==> src/rtl/adat_frame_controller.sv <==
// ADAT frame controller: hunts for the sync run, unpacks user bits and eight 24-bit channels,
// and tracks lock. Define ADAT_FRAME_ERR_COUNT_EN to build the saturating frame-error counter.
module adat_frame_controller #(
    parameter int unsigned LOCK_FRAMES = 2,
    parameter int unsigned SYNC_ZEROS  = 10
) (
    input  logic        clk_x4_i,
    input  logic        rst_i,
    input  logic        bit_tick_ni,
    input  logic        data_i,
    input  logic        valid_i,
    input  logic        sync_i,
    output logic [23:0] sample_o,
    output logic [2:0]  chan_o,
    output logic        sample_valid_o,
    output logic [3:0]  user_o,
    output logic        frame_o,
    output logic        locked_o,
    output logic [7:0]  err_count_o
);

    localparam logic [7:0] SyncLen = 8'(SYNC_ZEROS);
    localparam logic [3:0] LockLen = 4'(LOCK_FRAMES);

    typedef enum logic [2:0] {StIdle, StHunt, StSync, StGroup, StError} state_e;

    state_e      state_q, state_d;
    logic [7:0]  zcnt_q, zcnt_d;
    logic [2:0]  pos_q, pos_d;
    logic [5:0]  grp_q, grp_d;
    logic [2:0]  nib_q, nib_d;
    logic [2:0]  chan_q, chan_d;
    logic [23:0] shreg_q, shreg_d;
    logic [3:0]  user_pend_q, user_pend_d;
    logic [3:0]  good_q, good_d;
    logic [23:0] sample_q, sample_d;
    logic [2:0]  chan_out_q, chan_out_d;
    logic        sv_q, sv_d;
    logic [3:0]  user_q, user_d;
    logic        frame_q, frame_d;
    logic        locked_q, locked_d;
    logic        err_inc;

    logic        bit_ev;
    logic        fault;
    logic        drop;
    logic [23:0] shifted;

    assign bit_ev  = ~bit_tick_ni;
    assign shifted = {shreg_q[22:0], data_i};

    always_comb begin
        state_d     = state_q;
        zcnt_d      = zcnt_q;
        pos_d       = pos_q;
        grp_d       = grp_q;
        nib_d       = nib_q;
        chan_d      = chan_q;
        shreg_d     = shreg_q;
        user_pend_d = user_pend_q;
        good_d      = good_q;
        sample_d    = sample_q;
        chan_out_d  = chan_out_q;
        sv_d        = 1'b0;
        user_d      = user_q;
        frame_d     = 1'b0;
        locked_d    = locked_q;
        err_inc     = 1'b0;
        fault       = 1'b0;
        drop        = 1'b0;

        if (bit_ev) begin
            if (state_q != StIdle && !valid_i) begin
                drop    = 1'b1;
                state_d = StIdle;
            end else begin
                unique case (state_q)
                    StIdle: begin
                        if (valid_i) begin
                            state_d = StHunt;
                            zcnt_d  = '0;
                        end
                    end
                    StHunt: begin
                        if (!data_i) begin
                            zcnt_d = (zcnt_q == 8'hFF) ? zcnt_q : zcnt_q + 8'd1;
                        end else begin
                            zcnt_d = '0;
                            if (zcnt_q == SyncLen && sync_i) begin
                                state_d = StGroup;
                                grp_d   = '0;
                                pos_d   = 3'd1;
                                nib_d   = '0;
                                chan_d  = '0;
                            end
                        end
                    end
                    StSync: begin
                        if (!data_i) begin
                            if (zcnt_q == SyncLen) fault = 1'b1;
                            else                   zcnt_d = zcnt_q + 8'd1;
                        end else if (zcnt_q == SyncLen) begin
                            state_d = StGroup;
                            grp_d   = '0;
                            pos_d   = 3'd1;
                            nib_d   = '0;
                            chan_d  = '0;
                        end else begin
                            fault = 1'b1;
                        end
                    end
                    StGroup: begin
                        if (pos_q == 3'd0) begin
                            if (!data_i) fault = 1'b1;
                            else         pos_d = 3'd1;
                        end else begin
                            shreg_d = shifted;
                            if (pos_q == 3'd4) begin
                                pos_d = 3'd0;
                                if (grp_q == 6'd0) begin
                                    user_pend_d = shifted[3:0];
                                end else if (nib_q == 3'd5) begin
                                    nib_d      = '0;
                                    sample_d   = shifted;
                                    chan_out_d = chan_q;
                                    sv_d       = 1'b1;
                                    chan_d     = chan_q + 3'd1;
                                end else begin
                                    nib_d = nib_q + 3'd1;
                                end
                                if (grp_q == 6'd48) begin
                                    state_d  = StSync;
                                    zcnt_d   = '0;
                                    frame_d  = 1'b1;
                                    user_d   = user_pend_q;
                                    good_d   = (good_q < LockLen) ? good_q + 4'd1 : good_q;
                                    locked_d = (good_d == LockLen);
                                end else begin
                                    grp_d = grp_q + 6'd1;
                                end
                            end else begin
                                pos_d = pos_q + 3'd1;
                            end
                        end
                    end
                    StError: begin
                        state_d = StHunt;
                        zcnt_d  = '0;
                    end
                    default: state_d = StIdle;
                endcase
            end

            if (fault) state_d = StError;
            if (fault || drop) begin
                good_d   = '0;
                locked_d = 1'b0;
                err_inc  = 1'b1;
            end
        end
    end

    always_ff @(posedge clk_x4_i or posedge rst_i) begin
        if (rst_i) begin
            state_q     <= StIdle;
            zcnt_q      <= '0;
            pos_q       <= '0;
            grp_q       <= '0;
            nib_q       <= '0;
            chan_q      <= '0;
            shreg_q     <= '0;
            user_pend_q <= '0;
            good_q      <= '0;
            sample_q    <= '0;
            chan_out_q  <= '0;
            sv_q        <= 1'b0;
            user_q      <= '0;
            frame_q     <= 1'b0;
            locked_q    <= 1'b0;
        end else begin
            state_q     <= state_d;
            zcnt_q      <= zcnt_d;
            pos_q       <= pos_d;
            grp_q       <= grp_d;
            nib_q       <= nib_d;
            chan_q      <= chan_d;
            shreg_q     <= shreg_d;
            user_pend_q <= user_pend_d;
            good_q      <= good_d;
            sample_q    <= sample_d;
            chan_out_q  <= chan_out_d;
            sv_q        <= sv_d;
            user_q      <= user_d;
            frame_q     <= frame_d;
            locked_q    <= locked_d;
        end
    end

`ifdef ADAT_FRAME_ERR_COUNT_EN
    logic [7:0] err_q;

    always_ff @(posedge clk_x4_i or posedge rst_i) begin
        if (rst_i) begin
            err_q <= '0;
        end else if (err_inc && err_q != 8'hFF) begin
            err_q <= err_q + 8'd1;
        end
    end

    assign err_count_o = err_q;
`else
    logic unused_err_inc;
    assign unused_err_inc = err_inc;
    assign err_count_o    = '0;
`endif

    assign sample_o       = sample_q;
    assign chan_o         = chan_out_q;
    assign sample_valid_o = sv_q;
    assign user_o         = user_q;
    assign frame_o        = frame_q;
    assign locked_o       = locked_q;

endmodule

==> config.mk <==
export PLATFORM = sky130hd
export DESIGN_NAME = adat_frame_controller
export DESIGN_NICKNAME = d
export VERILOG_FILES = /design/src/rtl/adat_frame_controller.sv
export SDC_FILE = /design/constraint.sdc
export NUM_CORES = 1
export LEC_CHECK = 0
export CORE_MARGIN = 1.5
export CORE_UTILIZATION = 50
export CTS_CLUSTER_DIAMETER = 150
export CTS_CLUSTER_SIZE = 40
export DETAILED_ROUTE_END_ITERATION = 6
export PLACE_DENSITY_LB_ADDON = 0.3
export SYNTH_ARGS = -nofsm -noshare
export SYNTH_HDL_FRONTEND = slang
export SYNTH_SLANG_ARGS = --single-unit
==> constraint.sdc <==
create_clock -name clk_x4_i -period 3.5 [get_ports clk_x4_i]
set_input_delay 0.7 -clock clk_x4_i [delete_from_list [all_inputs] [get_ports clk_x4_i]]
set_output_delay 0.7 -clock clk_x4_i [all_outputs]
set_load 0.01 [all_outputs]
### Yosys cells after proc, flatten, opt, wreduce, memory -nomap -nowiden

Cells that the tools add are included.

* add/subtract/negate cells: 6
* order comparisons: 1
* equal/unequal tests: 35
* multiplexer cells: 86
* bitwise logic cells: 4
* reductions and logical operators: 24

Operators with widths (count)
* 2-to-1 mux 3 bit: 29
* 2-to-1 mux 8 bit: 8
* 2-to-1 mux 6 bit: 7
* case mux 8 bit (5 select lines): 1
* != test 4 bit, second input constant: 8
* AND reduction 10 bit: 3
* 2-to-1 mux 1 bit: 28
* 2-to-1 mux 4 bit: 7
* case mux 3 bit (3 select lines): 3
* != test 2 bit, second input constant: 13
* case mux 6 bit (3 select lines): 1
* AND reduction 6 bit: 3
* case mux 3 bit (5 select lines): 1
* AND reduction 11 bit: 1
* adder 3 x 1 -> 3 bit, second input constant: 3
* == test 3 bit, second input constant: 3
* AND reduction 9 bit: 1
* adder 8 x 1 -> 8 bit, second input constant: 1
* == test 8 x 4 -> 1 bit, second input constant: 1
* == test 8 bit, second input constant: 1
* AND reduction 8 bit: 1
* AND reduction 7 bit: 1
* adder 6 x 1 -> 6 bit, second input constant: 1
* == test 3 x 2 -> 1 bit, second input constant: 2
* 18 further kinds: 28

* bits in registers: 91
* input bits: 6
* output and inout bits: 42
* logic and storage cells: 171

### Logic depth before layout (Yosys ltp)

Gate-level depths: netlist of run 1.

* depth in word-level cells: 9
* mapped depth: 9

### Worst setup path before layout of run 1

No wires, ideal clock.

* kind: flip-flop to flip-flop
* start: register grp_q[0]
* end: register zcnt_q[7]
* setup time: 0.104 ns
* arrival time: 2.300 ns
* data required time: 3.396 ns
* slack: 1.096 ns
* cell stages (with the launch flop): 10
* path buffers: 2
* clock period less this slack: 2.404 ns
* cells stage by stage: dfrtp_1 > inv_1 > ha_1 > or3b_1 > buf_6 > o21ai_4 > nand3b_4 > or4_1 > buf_2 > o41ai_4

* longest elaborated chain between the ends: 3

RTL lines
* start, declared: line 30 `logic [5:0] grp_q, grp_d;`
* start signal, assigned: line 184 `grp_q <= grp_d;`
* == test 6 bit: line 131 `if (grp_q == 6'd48) begin`
* != test 2 bit (no line)
* AND reduction 10 bit (no line)
* end signal, assigned: line 182 `zcnt_q <= zcnt_d;`
* end, declared: line 28 `logic [7:0] zcnt_q, zcnt_d;`

Every way passes these cells.
A chain may end at the register's enable or synchronous reset.

### Final worst setup path of run 1

* start: input valid_i
* end: register user_pend_q[0]

* longest elaborated chain between the ends: 4

RTL lines
* start, declared: line 11 `input logic valid_i,`
* zero test 1 bit: line 73 `if (state_q != StIdle && !valid_i) begin`
* logical AND 1 bit: line 73
* NOT 1 bit (no line)
* AND reduction 6 bit (no line)
* end signal, assigned: line 188 `user_pend_q <= user_pend_d;`
* end, declared: line 34 `logic [3:0] user_pend_q, user_pend_d;`

Every way passes these cells.

==> metrics.cfg, run 1 <==
[outcome]
status = completed

[power_and_ir_drop]
leakagePower_nw = 2.35
power.total_mw = 2.59
powerDensity_nw_per_um2 = 515
ir_drop_mv = 0.289

[clocking]
clockRootBuffer = clkbuf_8
postCtsSetupRepairBufs = 0
clkLatencyLatePin_ns = 0.36
tritoncts = built
clock_path_buffers = 2
htreeDepth = 3
cts_buffers = 9
holdBufCountCts = 0
cts.sinks = 91
cts-resized-gates = 0
clk_pin_slew_ns = 0.09

[die]
die-width_um = 96.0
rows = 33
coreArea_um2 = 8300
start_util = 0.521
die_h_um = 96.0
boundaryPins = 48
dieArea_um2 = 9210

[yosys]
netlist_area_um2 = 4320
avgSynthCellArea_um2 = 11.8
synthArstFlopShare = 1.00
ys_types = 59
yosysWarningCount = 0
synth-edff-count = 0
synthCells = 367
synth_flop_cell = dfrtp_1
ys_ff_latch = 91
yosysSeqAreaShare = 0.527

[setup_path]
critPathCaptureType = register
worst_ep_arrival_time_ns = 2.97
r2r-start = grp_q[0]
r2r_slack_ns = 0.80
r2r_end = zcnt_q[7]
cp-endpoint = user_pend_q[0]
critPathMaxFanout = 15
start_kind = input port
critPathKind = input port to register
r2r_cells = 7
crit_start = valid_i
required_ns = 3.74

[layout]
drive_gt1_frac = 0.221
synthToLayoutAreaGrowth_pct = 16.5
final_util = 0.607
diodes = 0
multi_input_area_um2 = 1890
register_area_um2 = 2280
nets = 420
nFillCells = 657
design_area_um2 = 5040

[sta]
fin_worst_skew_ns = 0.0117
rsz0062_at_grt = false
slew_viol_final = 0
maxSlewHeadroom = 0.464
hold_viol = 0
clock.fmax_mhz = 366
post-route-period-util = 0.781
worst_slack_ns = 0.767
finalSetupViolations = 0
worstMarginPinSlew_ns = 0.803
fin_crit_ns = 2.73
tns_ns = 0

[placement]
placed_area_um2 = 4810
dp_slack_ns = 0.406
port_buffers = 39
place.gp.congestion = 0.822
hpwlAfterDp_mm = 5.43

[job]
max_cap_viol_count = 0

[detailed_routing]
drc = 0
dr.first_iter.drc_count = 173
via_per_inst = 5.72
drt_wl_total_mm = 8.03
dr_total_vias = 2950
wl_per_cell_um = 15.6
drt_pass1_iterations = 4
postRouteAntennaNets = 0

[global_route]
grtUsageTotal = 0.193
grt_pass1_wl_mm = 13.6
antenna_found_initial = 0
grt_pass1_vias = 2925
grt-ovfl-total = 0
grt_max_degree = 48

[worst_hold_path]
worstHoldPathType = register to register

## cells by family (layout without fill, tap and decap cells)
group | Yosys count | after routing | share of synthesized area
other | 1 | 8 | 0.000867
buffers and inverters | 38 | 75 | 0.0437
AOI/OAI and AO/OA | 72 | 72 | 0.124
DFF | 91 | 91 | 0.527
muxes | 60 | 60 | 0.156
xor gates and xnor gates | 3 | 3 | 0.00608
and+or+nand+nor | 94 | 94 | 0.120
adders and majority gates | 8 | 8 | 0.0232
## how the worst min path moves through the flow
stage | start | to | slack (ns) | cells after the start
after global placement | chan_q[2] | chan_q[2] | 0.46 | 1
after global routing | chan_q[2] | chan_q[2] | 0.52 | 1
after detailed placement | chan_q[2] | chan_q[2] | 0.47 | 1
final | chan_q[2] | chan_q[2] | 0.49 | 1
after floorplan | chan_q[2] | chan_q[2] | 0.44 | 1
after CTS | chan_q[2] | chan_q[2] | 0.49 | 1
## cell type report
type / count / share of cell area
multi-input cells: 245 / 0.374
inverters: 13 / 0.00994
repair buffers: 46 / 0.0929
clock inverters: 6 / 0.0191
clock buffers: 10 / 0.0253
flip-flops and latches: 91 / 0.452
well taps: 105 / 0.0261
## layer usage
metal	share of wire	wire length, um	track usage	vias to the layer above
li1	-	-	-	1408
met1	0.46	3700	0.262	1473
met2	0.47	3790	0.287	61
met3	0.056	453	0.0648	8
met4	0.012	93	0.0723	0
met5	0	0	0	-
## registers in the layout, indices dropped and copies added (netlist names)
name            flops
user_o              4
frame_o             1
shreg_q            23
pos_q               3
zcnt_q              8
chan_q              3
sample_o           24
good_q              4
grp_q               6
state_q             3
chan_o              3
user_pend_q         4
nib_q               3
locked_o            1
sample_valid_o      1
## synth_stat cells (all sizes together) (3+ instances only)
cell     count  area share
nand3       13       0.015
nor2        18       0.016
inv         13       0.011
o2bb2ai      3      0.0061
and3         4      0.0058
nand3b       3      0.0081
nor2b        4      0.0058
a31oi        4      0.0058
buf         16       0.024
o31ai       12       0.021
nand2b       4      0.0058
nand2       19       0.016
clkbuf       9      0.0081
xnor2        3      0.0061
o21bai       3      0.0052
dfrtp       91        0.53
mux2        59        0.15
o21ai       22       0.028
a21oi        7      0.0081
ha           8       0.023
nor3        11       0.014
o41ai        8       0.022
## critical path, stage by stage
cell             delay, ns
clkdlybuf4s50_1       0.64
o31ai_1               0.16
a2111o_1              0.64
nor3_2                0.45
mux2_2                0.38
## power breakdown
part / total [mW] / leakage [nW] / internal [mW] / switching (mW)
sequential: 1.24 / 1.26 / 1.12 / 0.121
clock: 0.796 / 0.109 / 0.411 / 0.384
combinational: 0.551 / 0.979 / 0.211 / 0.340
## cell usage in the layout, fill, tap and decap left out, drive strengths merged, types with 10 or more instances in the layout
cell	count
clkbuf	10
clkdlybuf4s50	39
dfrtp	91
inv	14
mux2	59
nand2	19
nand3	13
nor2	18
nor3	11
o21ai	22
o31ai	12
## per-stage QoR
stage,instances,hold WS [ns]
after floorplan,374,0.439
after global placement,500,0.463
after detailed placement,500,0.466
after CTS,516,0.489
after global routing,516,0.522
final,516,0.486
(Power assumes the default switching activity.)
==> inputs of run 2 (changes only) <==
Clock period 3.5 ns to 2.85 ns, I/O delays scaled along.
==> metrics.cfg, run 2 (synthesis results as in run 1) <==
[job]
max_cap_viol_count = 0

[die]
dieArea_um2 = 9210
rows = 33
start_util = 0.521
coreArea_um2 = 8300
die_h_um = 96.0
die-width_um = 96.0
boundaryPins = 48

[sta]
clock.fmax_mhz = 386
rsz0062_at_grt = false
worstMarginPinSlew_ns = 0.524
tns_ns = 0
hold_viol = 0
maxSlewHeadroom = 0.650
finalSetupViolations = 0
fin_worst_skew_ns = 0.00463
slew_viol_final = 0
fin_crit_ns = 2.59
post-route-period-util = 0.910

[layout]
register_area_um2 = 2280
fin_cells = 525
final_common_cell = dfrtp_1
design_area_um2 = 5070
multi_input_area_um2 = 1890
nets = 429
final_cell_mix = dfrtp_1, mux2_2, clkdlybuf4s50_1
largest_reg_flops = 24
diodes = 0
synthToLayoutAreaGrowth_pct = 17.4
nFillCells = 670
drive_gt1_frac = 0.236

[clocking]
clock_path_buffers = 2
htreeDepth = 3
cts.sinks = 91
cts_buffers = 9
tritoncts = built
clockRootBuffer = clkbuf_8
clkLatencyLatePin_ns = 0.35
postCtsSetupRepairBufs = 0
holdBufCountCts = 0
clk_pin_slew_ns = 0.09
cts-resized-gates = 0

[placement]
place.gp.congestion = 0.908
port_buffers = 39
placed_area_um2 = 4880
post-place-cells = 509
hpwlAfterDp_mm = 5.65

[global_route]
grt_pass1_vias = 3036
grt_pass1_wl_mm = 14.6
grt_max_degree = 92
grtUsageTotal = 0.207
antenna_found_initial = 0
grt-ovfl-total = 0

[worst_hold_path]
worstHoldPathType = register to register

[detailed_routing]
via_per_inst = 5.72
drt_pass1_iterations = 4
dr_total_vias = 3002
dr.first_iter.drc_count = 114
postRouteAntennaNets = 0
wl_per_cell_um = 16.4
drt_wl_total_mm = 8.63
drc = 0

[setup_path]
worst_ep_arrival_time_ns = 2.85
critPathMaxFanout = 8
critPathKind = register to register
required_ns = 3.11
critPathCaptureType = register
start_kind = register

[power_and_ir_drop]
leakagePower_nw = 2.37
ir_drop_mv = 0.295
powerDensity_nw_per_um2 = 618

[outcome]
status = completed

[run 2: cell types whose count changed in the layout (fill, tap and decap cells not counted), sizes merged]
cell,delta
buf,+9
clkinv,-1
clkbuf,+1
clkinvlp,+1
bufinv,-1
[run 2: layer usage]
| layer | track usage | share of wire | wire length, um |
|---|---|---|---|
| met3 | 0.0640 | 0.043 | 367 |
| met4 | 0.0502 | 0.0077 | 66 |
| met5 | 0 | 0 | 0 |
| met2 | 0.329 | 0.48 | 4140 |
| met1 | 0.278 | 0.47 | 4060 |
[run 2: through the flow]
stage | total power [mW] | setup WS, ns | util | hold WS, ns
floorplan | 2.07 | 0.446 | - | 0.439
global placement | 2.25 | 0.204 | 0.588 | 0.472
detailed placement | 2.28 | 0.159 | 0.588 | 0.490
CTS | 3.16 | 0.232 | 0.611 | 0.506
global route | 3.33 | 0.116 | 0.611 | 0.525
finish | 3.13 | 0.257 | 0.611 | 0.509
[run 2: layout make-up]
type / count / area share
tap: 105 / 0.0259
clock buffer: 11 / 0.0259
multi-input combinational: 245 / 0.372
timing repair buffer: 55 / 0.106
clock inverter: 5 / 0.0118
inverter: 13 / 0.0104
sequential: 91 / 0.449
[run 2: worst paths after layout]
kind / from / slack [ns] / depth (start not counted) / endpoint
max: grp_q[0] / 0.26 / 7 / zcnt_q[7]
min: nib_q[2] / 0.51 / 1 / nib_q[2]
max reg2reg: grp_q[0] / 0.26 / 7 / zcnt_q[7]
min reg2reg: nib_q[2] / 0.51 / 1 / nib_q[2]
max in group asynchronous: rst_i / 1.79 / 3 / good_q[3]
min in group asynchronous: rst_i / 0.68 / 3 / zcnt_q[2]
[run 2: power by group]
part	internal, mW	leakage [nW]	switching (mW)	total, mW
registers	1.38	1.26	0.155	1.53
clock network	0.411	0.0943	0.459	0.870
logic	0.304	1.02	0.425	0.730
total	2.09	2.37	1.04	3.13
[run 2: critical path, stage by stage, from the launching register on]
cell      delay, ns
dfrtp_1        0.42
inv_1          0.09
ha_1           0.13
or3b_1         0.41
o21ai_4        0.21
nand3b_4       0.15
or4_1          0.71
o41ai_4        0.37
==> inputs of run 3 (changes only) <==
Settings changed: CORE_MARGIN 1.5 to unset.
==> metrics.cfg, run 3 (synthesis results as in run 1) <==
[sta]
clock.fmax_mhz = 386
post-route-period-util = 0.909
fin_worst_skew_ns = 0.00684
tns_ns = 0
hold_viol = 0
maxSlewHeadroom = 0.502
fin_crit_ns = 2.59
finalSetupViolations = 0
worst_slack_ns = 0.258
rsz0062_at_grt = false
worstMarginPinSlew_ns = 0.740
timing.hold.ws_ns = 0.489
slew_viol_final = 0

[layout]
final_cell_mix = dfrtp_1, mux2_2, clkdlybuf4s50_1
final_common_cell = dfrtp_1
nets = 431
largest_reg_flops = 24
nFillCells = 687
drive_gt1_frac = 0.242
synthToLayoutAreaGrowth_pct = 18.2
diodes = 0

[die]
boundaryPins = 48
rows = 33
start_util = 0.521
dieArea_um2 = 9020
coreArea_um2 = 8300
die_h_um = 95.0
die-width_um = 95.0

[global_route]
gr-max-usage-layer = met2
antenna_found_initial = 0
grt-ovfl-total = 0
use_met2 = 0.321
use_met1 = 0.279
gr-usage-met3 = 0.0556
grtUsageTotal = 0.204
grt_pass1_wl_mm = 14.1
grt_max_degree = 34
grt_pass1_vias = 2829

[detailed_routing]
via_per_inst = 5.61
dr_total_vias = 2958
drt_pass1_iterations = 4
wl_per_cell_um = 15.9
dr.first_iter.drc_count = 212
drc = 0
postRouteAntennaNets = 0
drt_wl_total_mm = 8.38

[clocking]
clk_pin_slew_ns = 0.09
cts-resized-gates = 0
clkLatencyLatePin_ns = 0.36
cts_buffers = 9
clock_path_buffers = 2
tritoncts = built
postCtsSetupRepairBufs = 0
cts.sinks = 91
holdBufCountCts = 0
htreeDepth = 3
clockRootBuffer = clkbuf_8

[worst_hold_path]
hold_start = chan_q[2]
whs_path_depth = 1
worstHoldPathType = register to register

[setup_path]
required_ns = 3.11
start_kind = register
r2r-start = grp_q[0]
critPathKind = register to register
crit_start = grp_q[0]
worst_ep_arrival_time_ns = 2.85
r2r_cells = 7
critPathMaxFanout = 8
critPathCaptureType = register

[power_and_ir_drop]
ir_drop_mv = 0.315
p_int_mw = 2.19
p_sw_frac = 0.321
powerDensity_nw_per_um2 = 633
clkPwrFrac = 0.301
leakagePower_nw = 2.39
p_comb_frac = 0.226
power.total_mw = 3.23
p_sw_mw = 1.04
seq_power_share = 0.473

[placement]
port_buffers = 39
dp_slack_ns = 0.0711
hpwlAfterDp_mm = 5.80
place.gp.congestion = 0.816

[job]
max_cap_viol_count = 0

[outcome]
status = completed

-- run 3: changes by cell type in the layout (fill, tap and decap cells not counted) --
cell,change
buf_12,-1
buf_4,+3
bufinv_16,+1
clkbuf_1,-1
clkinv_2,-1
clkinv_4,+1
inv_6,-1
inv_8,+1
-- run 3: per-stage QoR --
stage	util	area [um^2]	instances
after floorplan	-	4350	374
after global placement	0.589	4880	511
after detailed placement	0.589	4880	511
after CTS	0.616	5110	527
after global routing	0.616	5110	527
final	0.616	5110	527
-- run 3: cell type report --
| type | count | area, um^2 | share of cell area |
|---|---|---|---|
| Sequential cell | 91 | 2280 | 0.446 |
| Multi-Input combinational cell | 245 | 1890 | 0.369 |
| Timing Repair Buffer | 57 | 538 | 0.105 |
| Tap cell | 105 | 131 | 0.0257 |
| Clock buffer | 10 | 128 | 0.0250 |
| Clock inverter | 6 | 96.3 | 0.0189 |
| Inverter | 13 | 52.6 | 0.0103 |
-- run 3: worst paths after layout --
check	to	slack, ns
setup / recovery	zcnt_q[7]	0.26
setup reg to reg	zcnt_q[7]	0.26
min in group asynchronous	zcnt_q[1]	0.54
max in group asynchronous	user_o[1]	1.71
hold reg to reg	chan_q[2]	0.49
hold / removal	chan_q[2]	0.49
-- run 3: power by group through the flow --
stage / Clock, mW / Combinational [mW] / Sequential [mW]
6_report: 0.972 / 0.731 / 1.53
5_1_grt: 1.05 / 0.823 / 1.55
4_1_cts: 0.998 / 0.734 / 1.53
3_5_place_dp: 0 / 0.733 / 1.55
3_3_place_gp: 0 / 0.713 / 1.54
2_1_floorplan: 0 / 0.609 / 1.47
-- run 3: per-layer routing --
metal	vias to the layer above	wire length [um]
li1	1418	-
met1	1477	3850
met2	51	4080
met3	12	352
met4	0	96
met5	-	0
-- run 3: worst max-delay path, stage by stage (launching register included) --
cell and delay, ns:
dfrtp_1 0.42, inv_1 0.09, ha_1 0.14, or3b_1 0.42
o21ai_4 0.20, nand3b_4 0.15, or4_1 0.71, o41ai_4 0.36
==> edit (settings of run 3) <==
Register the inputs `bit_tick_ni`, `data_i`, `valid_i` and `sync_i` before use, without a reset. The logic sees them one clock later.
--- a/src/rtl/adat_frame_controller.sv
+++ b/src/rtl/adat_frame_controller.sv
@@ -24,6 +24,18 @@
 
     typedef enum logic [2:0] {StIdle, StHunt, StSync, StGroup, StError} state_e;
 
+    logic bit_tick_ni_q;
+    logic data_q;
+    logic valid_q;
+    logic sync_q;
+
+    always_ff @(posedge clk_x4_i) begin
+        bit_tick_ni_q <= bit_tick_ni;
+        data_q        <= data_i;
+        valid_q       <= valid_i;
+        sync_q        <= sync_i;
+    end
+
     state_e      state_q, state_d;
     logic [7:0]  zcnt_q, zcnt_d;
     logic [2:0]  pos_q, pos_d;
@@ -46,8 +58,8 @@
     logic        drop;
     logic [23:0] shifted;
 
-    assign bit_ev  = ~bit_tick_ni;
-    assign shifted = {shreg_q[22:0], data_i};
+    assign bit_ev  = ~bit_tick_ni_q;
+    assign shifted = {shreg_q[22:0], data_q};
 
     always_comb begin
         state_d     = state_q;
@@ -70,23 +82,23 @@
         drop        = 1'b0;
 
         if (bit_ev) begin
-            if (state_q != StIdle && !valid_i) begin
+            if (state_q != StIdle && !valid_q) begin
                 drop    = 1'b1;
                 state_d = StIdle;
             end else begin
                 unique case (state_q)
                     StIdle: begin
-                        if (valid_i) begin
+                        if (valid_q) begin
                             state_d = StHunt;
                             zcnt_d  = '0;
                         end
                     end
                     StHunt: begin
-                        if (!data_i) begin
+                        if (!data_q) begin
                             zcnt_d = (zcnt_q == 8'hFF) ? zcnt_q : zcnt_q + 8'd1;
                         end else begin
                             zcnt_d = '0;
-                            if (zcnt_q == SyncLen && sync_i) begin
+                            if (zcnt_q == SyncLen && sync_q) begin
                                 state_d = StGroup;
                                 grp_d   = '0;
                                 pos_d   = 3'd1;
@@ -96,7 +108,7 @@
                         end
                     end
                     StSync: begin
-                        if (!data_i) begin
+                        if (!data_q) begin
                             if (zcnt_q == SyncLen) fault = 1'b1;
                             else                   zcnt_d = zcnt_q + 8'd1;
                         end else if (zcnt_q == SyncLen) begin
@@ -111,7 +123,7 @@
                     end
                     StGroup: begin
                         if (pos_q == 3'd0) begin
-                            if (!data_i) fault = 1'b1;
+                            if (!data_q) fault = 1'b1;
                             else         pos_d = 3'd1;
                         end else begin
                             shreg_d = shifted;
Formal check against the unedited RTL: same outputs for any inputs over 4 cycles, from zero or initial values and one cycle with rst_i high; that may be too few to reach the edited logic, so the function may still have changed.
==> edit against run 3 <==
  * Final area rose by 0.24%
  * Die area rose by 2.5%
  * Setup slack improved by 0.17 ns
  * Critical path type unchanged
  * Clock skew rose by 0.0059 ns
  * Non-clock buffer count fell by 8
  * Area after synthesis rose by 2.6%
  * Sequential cell count rose by 4
  * Wire length fell by 4.0%
  * Power fell by 8.2%
  * Global-route usage fell by 0.85 points
==> edit: results (changes against run 3) <==
Status - finished, final reports clean (unchanged)
Register area share after synthesis - 0.532 (was 0.527)
Leak pwr - 0.00243 uW (was 0.00239 uW)
Initial DRT Pass Iterations - 5 (was 4)
DRT Wirelength - 8.05 mm (was 8.38 mm)
# nets final - 430 (was 431)
Vias per cell - 5.69 (was 5.61)
Synth top area cells - dfrtp_1 (51%), mux2_2 (7.9%), mux2_1 (7.4%) (was dfrtp_1 (53%), mux2_2 (15%), ha_1 (2.3%))
Netlist cell types - 63 (was 59)
Initial drt markers - 136 (was 212)
Arrival @ worst endpoint - 2.69 ns (was 2.85 ns)
GP Congestion - 0.836 (was 0.816)
Initial antenna violation count - 0 (unchanged)
Worst R2R Setup Slack - 0.43 ns (was 0.26 ns)
Clk Latency, worst-skew pair - 0.36 ns (about the same)
Antenna Cells - 0 (unchanged)
Post-synth top cells - dfrtp_1 (91), mux2_2 (31), nor2_1 (31) (was dfrtp_1 (91), mux2_2 (57), o21ai_0 (20))
Final Skew - 0.0127 ns (was 0.00684 ns)
Vias in the first global route - 2919 (was 2829)
Worst r2r src - grp_q[0]$_DFFE_PP0P_ (unchanged)
Gr ovfl total - 0 (unchanged)
Place WS - 0.440 ns (was 0.0711 ns)
FF-to-FF End - zcnt_q[7]$_DFFE_PP0P_ (unchanged)
Global-route wire length before repair - 13.7 mm (was 14.1 mm)
Clock-pin slew on the worst setup and hold paths - 0.11 ns (was 0.09 ns)
Detailed Place HPWL - 5.70 mm (was 5.80 mm)
Largest net degree at the start of global routing - 37 (was 34)
VDD IR max - 0.296 mV (was 0.315 mV)
I/O Buffers - 39 (unchanged)
YS warnings - 0 (unchanged)
Min-delay worst type - reg2reg (unchanged)
TritonCTS buffer count - 9 (unchanged)
FF-to-FF path depth - 8 (was 7)
Sw power - 962 uW (was 1040 uW)
Post-synthesis async set-or-reset flop share - 0.958 (was 1.00)
GRT Util Overall - 0.196 (was 0.204)
Worst-path fanout max - 10 (was 8)
Gate Count Post-Synth - 374 (was 367)
Share of layout cells above drive strength 1 - 0.169 (was 0.242)
DP Cell Count - 510 (was 511)
Post-CTS setup buffers - 0 (unchanged)
Slew @ Worst Pin - 0.556 ns (was 0.740 ns)
Hold EP - sample_o[23]$_DFFE_PP0P_ (was chan_q[2]$_DFFE_PP0P_)
Wire length per cell - 15.3 um (was 15.9 um)
Hold path startpoint - shreg_q[22]$_DFFE_PP0P_ (was chan_q[2]$_DFFE_PP0P_)
[edit: power groups by stage]
stage	Sequential [uW]	Combinational [uW]	Clock, uW
2_1_floorplan	1450	535	0
3_3_place_gp	1510	584	0
3_5_place_dp	1510	607	0
4_1_cts	1490	608	902
5_1_grt	1500	686	952
6_report	1490	608	872
[edit: per-stage QoR]
stage | utilization | area, um2 | hold WS, ns
2_1_floorplan | - | 4460 | 0.440
3_3_place_gp | 0.588 | 4930 | 0.470
3_5_place_dp | 0.588 | 4930 | 0.479
4_1_cts | 0.611 | 5120 | 0.491
5_1_grt | 0.611 | 5120 | 0.520
6_report | 0.611 | 5120 | 0.490
[edit: kinds of logic after synthesis]
kind of cell	after synthesis	share of synthesized area
compound gates	69	0.114
xor+xnor	2	0.00395
fa+ha+maj	9	0.0251
buf+inv	33	0.0412
flops	95	0.532
mux	62	0.157
other cells	1	0.000846
simple gates	103	0.127
[edit: per-layer routing]
| layer | global-route usage | vias to the layer above | wire (um) |
|---|---|---|---|
| li1 | - | 1421 | - |
| met1 | 0.251 | 1498 | 3770 |
| met2 | 0.323 | 61 | 3890 |
| met3 | 0.0332 | 14 | 229 |
| met4 | 0.0896 | 0 | 161 |
| met5 | 0 | - | 0 |
[edit: how the worst max path moves through the flow]
stage	start	endpoint	slack, ns	depth (start not counted)
after floorplan	pos_q[0]$_DFFE_PP0P_	zcnt_q[7]$_DFFE_PP0P_	0.71	10
after global placement	pos_q[0]$_DFFE_PP0P_	zcnt_q[7]$_DFFE_PP0P_	0.56	8
after detailed placement	grp_q[0]$_DFFE_PP0P_	zcnt_q[6]$_DFFE_PP0P_	0.44	8
after CTS	grp_q[0]$_DFFE_PP0P_	zcnt_q[7]$_DFFE_PP0P_	0.42	8
after global routing	pos_q[0]$_DFFE_PP0P_	zcnt_q[7]$_DFFE_PP0P_	0.23	8
final	grp_q[0]$_DFFE_PP0P_	zcnt_q[7]$_DFFE_PP0P_	0.43	8
[edit: area by class of cell]
class                           instances  area (um2)
Fill cell                             680        3260
Sequential cell                        95        2360
Multi-Input combinational cell        253        1930
Timing Repair Buffer                   49         478
Clock buffer                           10         138
Tap cell                              105         131
Clock inverter                          6        57.6
Inverter                                8        33.8
[edit: worst max-delay path: stages, from the launching register on]
cell,delay [ns]
dfrtp_1,0.44
inv_1,0.08
ha_1,0.16
nor3b_4,0.35
a31oi_4,0.17
a311oi_4,0.33
o211ai_4,0.18
or2_0,0.37
o31ai_2,0.26
